## src/rtl/pwm_write_sequencer_if.sv

```systemverilog
// Command and register-bus signals of the PWM write sequencer.
// The host drives through the master modport and the sequencer through the slave modport.
interface pwm_write_sequencer_if;
    logic        CmdValid;
    logic        CmdReady;
    logic [5:0]  CmdChannel;
    logic [15:0] CmdDuty;
    logic [15:0] CmdPeriod;
    logic [15:0] CmdPrescale;
    logic [7:0]  AddressBus;
    logic [7:0]  DataOut;
    logic        _Write;
    logic        _HOLD;
    logic        Busy;
    logic        Error;

    modport master (
        output CmdValid, CmdChannel, CmdDuty, CmdPeriod, CmdPrescale,
        input  CmdReady, AddressBus, DataOut, _Write, _HOLD, Busy, Error
    );

    modport slave (
        input  CmdValid, CmdChannel, CmdDuty, CmdPeriod, CmdPrescale,
        output CmdReady, AddressBus, DataOut, _Write, _HOLD, Busy, Error
    );
endinterface

```

## src/rtl/pwm_write_sequencer.sv

```systemverilog
// Writes duty/period/prescale of one PWM channel as six strobed bytes on a shared 8-bit register bus.
// Optional macro PWM_SEQ_HOLD_EN drives _HOLD low for the duration of each valid write sequence.
module pwm_write_sequencer #(
    parameter int NUM_CHANNELS  = 8,
    parameter int BASE_ADDRESS  = 0,
    parameter int SETUP_CYCLES  = 1,
    parameter int STROBE_CYCLES = 1
) (
    input  logic                  CLK,
    input  logic                  _RST,
    pwm_write_sequencer_if.slave  bus
);

    typedef enum logic [2:0] {
        IDLE    = 3'd0,
        SETUP   = 3'd1,
        STROBE  = 3'd2,
        RECOVER = 3'd3,
        ERR     = 3'd4
    } state_t;

    localparam logic [3:0] SETUP_LAST  = 4'(SETUP_CYCLES - 1);
    localparam logic [3:0] STROBE_LAST = 4'(STROBE_CYCLES - 1);
    localparam logic [6:0] NUM_CH      = 7'(NUM_CHANNELS);

    state_t      state_reg, state_next;
    logic [3:0]  cnt_reg, cnt_next;
    logic [2:0]  offset_reg, offset_next;
    logic [5:0]  chan_reg;
    logic [15:0] duty_reg, period_reg, prescale_reg;
    logic [7:0]  addr_reg, addr_next;
    logic [7:0]  data_reg, data_next;
    logic        write_n_reg, busy_reg, error_reg, ready_reg;

    logic        load;
    logic        step;
    logic        ch_bad;
    logic [5:0]  addr_chan;
    logic [2:0]  addr_off;
    logic [8:0]  addr_sum;
    logic [15:0] words [0:2];
    logic [7:0]  byte_lane [0:7];

    assign ch_bad   = ({1'b0, bus.CmdChannel} >= NUM_CH);
    assign addr_sum = 9'(BASE_ADDRESS) + 9'(addr_chan) * 9'd6 + 9'(addr_off);

    assign words[0] = duty_reg;
    assign words[1] = period_reg;
    assign words[2] = prescale_reg;

    // Byte order on the bus: high byte of each field first; lanes 6 and 7 are never addressed.
    genvar gi;
    generate
        for (gi = 0; gi < 8; gi++) begin : g_lane
            if (gi < 6) begin : g_used
                if (gi % 2 == 0) begin : g_hi
                    assign byte_lane[gi] = words[gi / 2][15:8];
                end else begin : g_lo
                    assign byte_lane[gi] = words[gi / 2][7:0];
                end
            end else begin : g_pad
                assign byte_lane[gi] = 8'h00;
            end
        end
    endgenerate

    always_comb begin
        state_next  = state_reg;
        cnt_next    = cnt_reg;
        offset_next = offset_reg;
        load        = 1'b0;
        step        = 1'b0;
        addr_chan   = chan_reg;
        addr_off    = offset_reg + 3'd1;
        addr_next   = addr_reg;
        data_next   = data_reg;

        case (state_reg)
            IDLE: begin
                if (bus.CmdValid && ready_reg) begin
                    load      = 1'b1;
                    addr_chan = bus.CmdChannel;
                    addr_off  = 3'd0;
                    if (ch_bad) begin
                        state_next = ERR;
                    end else begin
                        state_next  = SETUP;
                        cnt_next    = 4'd0;
                        offset_next = 3'd0;
                    end
                end
            end
            SETUP: begin
                if (cnt_reg == SETUP_LAST) begin
                    state_next = STROBE;
                    cnt_next   = 4'd0;
                end else begin
                    cnt_next = cnt_reg + 4'd1;
                end
            end
            STROBE: begin
                if (cnt_reg == STROBE_LAST) begin
                    state_next = RECOVER;
                    cnt_next   = 4'd0;
                end else begin
                    cnt_next = cnt_reg + 4'd1;
                end
            end
            RECOVER: begin
                if (offset_reg == 3'd5) begin
                    state_next = IDLE;
                end else begin
                    state_next  = SETUP;
                    cnt_next    = 4'd0;
                    offset_next = offset_reg + 3'd1;
                    step        = 1'b1;
                end
            end
            ERR:     state_next = IDLE;
            default: state_next = IDLE;
        endcase

        // Address and data change only when a new byte begins, so they are stable through SETUP..RECOVER.
        if ((load && !ch_bad) || step) begin
            addr_next = addr_sum[7:0];
            data_next = load ? bus.CmdDuty[15:8] : byte_lane[offset_next];
        end
    end

    always_ff @(posedge CLK or negedge _RST) begin
        if (!_RST) begin
            state_reg    <= IDLE;
            cnt_reg      <= 4'd0;
            offset_reg   <= 3'd0;
            chan_reg     <= 6'd0;
            duty_reg     <= 16'd0;
            period_reg   <= 16'd0;
            prescale_reg <= 16'd0;
            addr_reg     <= 8'd0;
            data_reg     <= 8'd0;
            write_n_reg  <= 1'b1;
            busy_reg     <= 1'b0;
            error_reg    <= 1'b0;
            ready_reg    <= 1'b0;
        end else begin
            state_reg  <= state_next;
            cnt_reg    <= cnt_next;
            offset_reg <= offset_next;
            addr_reg   <= addr_next;
            data_reg   <= data_next;
            if (load) begin
                chan_reg     <= bus.CmdChannel;
                duty_reg     <= bus.CmdDuty;
                period_reg   <= bus.CmdPeriod;
                prescale_reg <= bus.CmdPrescale;
            end
            // Strobe and status outputs are registered from the next state to keep them glitch-free.
            write_n_reg <= (state_next != STROBE);
            busy_reg    <= (state_next != IDLE);
            error_reg   <= (state_next == ERR);
            ready_reg   <= (state_next == IDLE);
        end
    end

`ifdef PWM_SEQ_HOLD_EN
    logic hold_n_reg;

    always_ff @(posedge CLK or negedge _RST) begin
        if (!_RST) begin
            hold_n_reg <= 1'b1;
        end else begin
            hold_n_reg <= !((state_next == SETUP) || (state_next == STROBE) ||
                            (state_next == RECOVER));
        end
    end

    assign bus._HOLD = hold_n_reg;
`else
    assign bus._HOLD = 1'b1;
`endif

    assign bus.CmdReady   = ready_reg;
    assign bus.AddressBus = addr_reg;
    assign bus.DataOut    = data_reg;
    assign bus._Write     = write_n_reg;
    assign bus.Busy       = busy_reg;
    assign bus.Error      = error_reg;

endmodule
```

## src/flat_wrapper.sv

```systemverilog
// flat-port wrapper written by rule: the top's interface ports become plain ports
module pwm_write_sequencer_flat 
#(
    parameter int NUM_CHANNELS  = 8,
    parameter int BASE_ADDRESS  = 0,
    parameter int SETUP_CYCLES  = 1,
    parameter int STROBE_CYCLES = 1
)
  (CLK, _RST, bus_CmdValid, bus_CmdChannel, bus_CmdDuty, bus_CmdPeriod, bus_CmdPrescale, bus_CmdReady, bus_AddressBus, bus_DataOut, bus__Write, bus__HOLD, bus_Busy, bus_Error);
  pwm_write_sequencer_if bus_i ();
  input  logic CLK;
  input  logic _RST;
  input wire logic [$bits(bus_i.CmdValid)-1:0] bus_CmdValid;
  input wire logic [$bits(bus_i.CmdChannel)-1:0] bus_CmdChannel;
  input wire logic [$bits(bus_i.CmdDuty)-1:0] bus_CmdDuty;
  input wire logic [$bits(bus_i.CmdPeriod)-1:0] bus_CmdPeriod;
  input wire logic [$bits(bus_i.CmdPrescale)-1:0] bus_CmdPrescale;
  output wire logic [$bits(bus_i.CmdReady)-1:0] bus_CmdReady;
  output wire logic [$bits(bus_i.AddressBus)-1:0] bus_AddressBus;
  output wire logic [$bits(bus_i.DataOut)-1:0] bus_DataOut;
  output wire logic [$bits(bus_i._Write)-1:0] bus__Write;
  output wire logic [$bits(bus_i._HOLD)-1:0] bus__HOLD;
  output wire logic [$bits(bus_i.Busy)-1:0] bus_Busy;
  output wire logic [$bits(bus_i.Error)-1:0] bus_Error;
  assign bus_i.CmdValid = bus_CmdValid;
  assign bus_i.CmdChannel = bus_CmdChannel;
  assign bus_i.CmdDuty = bus_CmdDuty;
  assign bus_i.CmdPeriod = bus_CmdPeriod;
  assign bus_i.CmdPrescale = bus_CmdPrescale;
  assign bus_CmdReady = bus_i.CmdReady;
  assign bus_AddressBus = bus_i.AddressBus;
  assign bus_DataOut = bus_i.DataOut;
  assign bus__Write = bus_i._Write;
  assign bus__HOLD = bus_i._HOLD;
  assign bus_Busy = bus_i.Busy;
  assign bus_Error = bus_i.Error;
  pwm_write_sequencer #(.NUM_CHANNELS(NUM_CHANNELS), .BASE_ADDRESS(BASE_ADDRESS), .SETUP_CYCLES(SETUP_CYCLES), .STROBE_CYCLES(STROBE_CYCLES)) u_core (.CLK(CLK), ._RST(_RST), .bus(bus_i));
endmodule
```

## config.mk

```make
export PLATFORM = sky130hd
export DESIGN_NAME = pwm_write_sequencer_flat
export DESIGN_NICKNAME = d
export VERILOG_FILES = /design/src/rtl/pwm_write_sequencer_if.sv /design/src/rtl/pwm_write_sequencer.sv /design/src/flat_wrapper.sv
export SDC_FILE = /design/constraint.sdc
export NUM_CORES = 1
export LEC_CHECK = 0
export ABC_CLOCK_PERIOD_IN_PS = 3100
export CAP_MARGIN = 20
export CELL_PAD_IN_SITES_DETAIL_PLACEMENT = 0
export CELL_PAD_IN_SITES_GLOBAL_PLACEMENT = 2
export CORE_MARGIN = 2
export CORE_UTILIZATION = 28
export CTS_CLUSTER_DIAMETER = 30
export DETAILED_ROUTE_END_ITERATION = 6
export GPL_TIMING_DRIVEN = 0
export PLACE_DENSITY_LB_ADDON = 0.05
export SLEW_MARGIN = 5
export SYNTH_ARGS = -nofsm -noshare
export SYNTH_HDL_FRONTEND = slang
export SYNTH_SLANG_ARGS = --single-unit
```

## constraint.sdc

```tcl
create_clock -name CLK -period 3.1 [get_ports CLK]
set_clock_uncertainty 0.1 [all_clocks]
set_input_delay 0.775 -clock CLK [delete_from_list [all_inputs] [get_ports CLK]]
set_output_delay 0.775 -clock CLK [all_outputs]
set_load 0.01 [all_outputs]
```

==> impl_metrics.py <==
metrics = {
    "outcome": {
        "outcome": "complete, no violations",
    },
    "route": {
        "routedWlPerCell_um": 16.7,
        "vias_per_cell": 4.76,
        "wl_um": 13200,
        "drtIter0Drc": 142,
        "drcViolationCount": 0,
        "first_pass_iters": 4,
        "vias": 3754,
        "antenna_left": 0,
    },
    "clock_network": {
        "clk_latency_ns": 0.35,
        "postCtsHoldBufs": 0,
        "htree_num_levels": 3,
        "cts_buffers": 9,
        "cts_tree": "yes",
        "clockBufferDepth": 2,
        "clkTransAtPathRegs_ns": 0.06,
        "cts-root-buf": "clkbuf_16",
        "clkSinkCount": 84,
    },
    "global_route": {
        "antenna_found_initial": 0,
        "use_met2_pct": 29.3,
        "grtUsageMet3_pct": 4.16,
        "grt_use_met1_pct": 21.1,
        "grtUsageTotal_pct": 16.9,
        "grt-ovfl-total": 0,
        "grt_busiest_layer": "met2",
        "grt_pass1_vias": 3839,
        "grt_max_degree": 62,
        "grt_pass1_wl_um": 20800,
    },
    "yosys": {
        "syn_area_per_cell_um2": 8.66,
        "synth.yosys.seq_area_share_pct": 48.5,
        "synth_edf_count": 0,
        "yosys_warnings": 0,
        "synthArstFlopShare_pct": 100,
        "netlist_area_um2": 4340,
        "ys.flop_type": "dfrtp_1",
        "postSynthCellCount": 501,
        "syn_nets": 570,
        "synth_cell_type_count": 52,
        "ys_ff_latch": 84,
    },
    "floorplanning": {
        "ioPinCount": 78,
        "die_y_um": 128,
        "die_area_um2": 16500,
        "core_area_um2": 15100,
        "start_util_pct": 28.6,
        "rows": 45,
        "die_x_um": 128,
    },
    "pwr": {
        "peakVddDrop_mv": 0.341,
        "finalPower_mw": 6.13,
        "power_density_nw_per_um2": 1060,
        "p_leak_nw": 2.67,
    },
    "setup_path": {
        "crit_type": "input pin to flop",
        "setup.worst_path.end_class": "flop",
        "critPathMaxFanout": 10,
        "cp.required_ns": 3.22,
        "cp_data_arrival_time_ns": 3.03,
        "startpoint_type": "input pin",
    },
    "cells_and_area": {
        "final_net_count": 665,
        "fill_cells": 1580,
        "layoutNonFillerInstCount": 789,
        "mostFrequentLayoutCells": "nand2_1 (176), dfrtp_1 (83), clkdlybuf4s50_1 (74)",
        "diodes": 0,
        "drive_gt1_share_pct": 13.0,
        "syn2layout_area_growth_pct": 33.3,
        "postLayoutCoreUtil_pct": 38.2,
        "mostFrequentLayoutCell": "nand2_1",
    },
    "timing": {
        "tightest_slew_ns": 0.799,
        "fin_crit_sh_pct": 93.7,
        "slew_violations": 0,
        "setup_violations": 0,
        "max_slew_margin_pct": 46.7,
        "layout_setup_ws_ns": 0.194,
        "finalSetupTns_ns": 0,
        "hold_viol": 0,
        "rsz0062_at_grt": "false",
        "fmax_mhz": 344,
        "period_minus_slack_ns": 2.91,
    },
    "worst_hold_path": {
        "min_path_type": "input pin to async pin",
    },
    "place": {
        "hpwl_um": 9540,
        "post-place-cells": 766,
        "io_buffers": 76,
        "dpl_worst_slack_ns": -1.51,
        "gp_routability_congestion": 0.759,
    },
    "run": {
        "maxCapViolations": 0,
    },
}
Yosys cell counts (all sizes together) (2+ instances only):
cell      n  area share, %
nand2   181             16
clkbuf    6           0.52
nor2     22            2.4
a21o     17            2.9
buf      19            2.8
o21ai    36            4.2
inv       7           0.61
o22ai     2           0.29
nand2b    5           0.72
mux2i     2           0.46
ha       10            2.9
xnor2     3           0.61
and2      2           0.29
o31ai     3           0.52
a22oi     2           0.46
or2       3           0.43
nor2b     2           0.29
or3      10            1.4
dfrtp    83             48
mux2      8            2.1
nor3b     2           0.46
fa        2           0.92
nand3b    3           0.52
a31oi    10            1.4
and3      3           0.58
nand3    22            2.8
xor2      4           0.81
a21oi    20            2.3
where the power goes:
group / internal [mW] / switching, mW / total, mW
clock: 0.540 / 0.441 / 0.982
sequential: 1.61 / 0.319 / 1.93
combinational: 1.43 / 1.79 / 3.22
worst paths after layout:
path | cells past startpoint | endpoint | startpoint | slack, ns
setup / recovery | 17 | u_core.bus.AddressBus[6] | bus_CmdValid | 0.19
hold / removal | 1 | u_core.cnt_reg[3] | _RST | 0.24
setup reg to reg | 16 | u_core.bus.AddressBus[6] | u_core.state_reg[0] | 0.23
hold reg to reg | 2 | u_core.chan_reg[3] | u_core.chan_reg[3] | 0.37
max in group asynchronous | 2 | u_core.duty_reg[2] | _RST | 2.02
min in group CLK | 2 | u_core.chan_reg[3] | u_core.chan_reg[3] | 0.37
final cells by class:
class,count,area (µm²),share of cell area (%)
clock buffers,13,240,4.15
repair buffers,84,833,14.4
inverters,7,26.3,0.454
flip-flops and latches,84,2100,36.4
clock inverters,3,15.0,0.260
plain buffers,25,171,2.96
well taps,188,235,4.07
multi-input cells,385,2160,37.3
worst max-delay path: stages:
cell	delay (ns)
clkbuf_2	0.10
and3b_1	0.17
buf_6	0.10
nand2_1	0.06
buf_6	0.13
buf_8	0.14
nand2_4	0.08
nand2_4	0.06
ha_2	0.19
fa_2	0.37
a21o_1	0.18
a21oi_2	0.17
xnor2_2	0.15
buf_4	0.14
nor2_1	0.03
nand3_1	0.09
nand3_1	0.07
metal layers:
layer  vias up  routed length (µm)
met5         -                   0
met4         0                  88
met3         9                 409
met2        59                6690
met1      1819                6020
li1       1867                   -
timing repair:
| action | in CTS | in global routing |
|---|---|---|
| pin swaps | 11 | 4 |
| resized for setup | 14 | 11 |
| setup endpoints to repair | 6 | 4 |
| cloned | 0 | 0 |
| setup buffers | 7 | 0 |
cell families (layout without fill, tap and decap cells):
group / Yosys count / after routing / synth area share [%]
DFF: 84 / 84 / 48.5
and+or+nand+nor: 259 / 259 / 26.4
AOI/OAI and AO/OA: 96 / 96 / 13.3
buffers and inverters: 32 / 132 / 3.95
muxes: 10 / 10 / 2.54
other: 1 / 1 / 0.0864
adders and majority gates: 12 / 12 / 3.81
xor gates and xnor gates: 7 / 7 / 1.41
per-stage QoR:
stage / instance area (µm²) / hold WS, ns
3_5_place_dp: 5380 / 0.356
6_report: 5780 / 0.243
5_1_grt: 5780 / 0.254
2_1_floorplan: 4360 / 0.339
3_3_place_gp: 5350 / 0.355
4_1_cts: 5730 / 0.244
(Power assumes the default switching activity.)
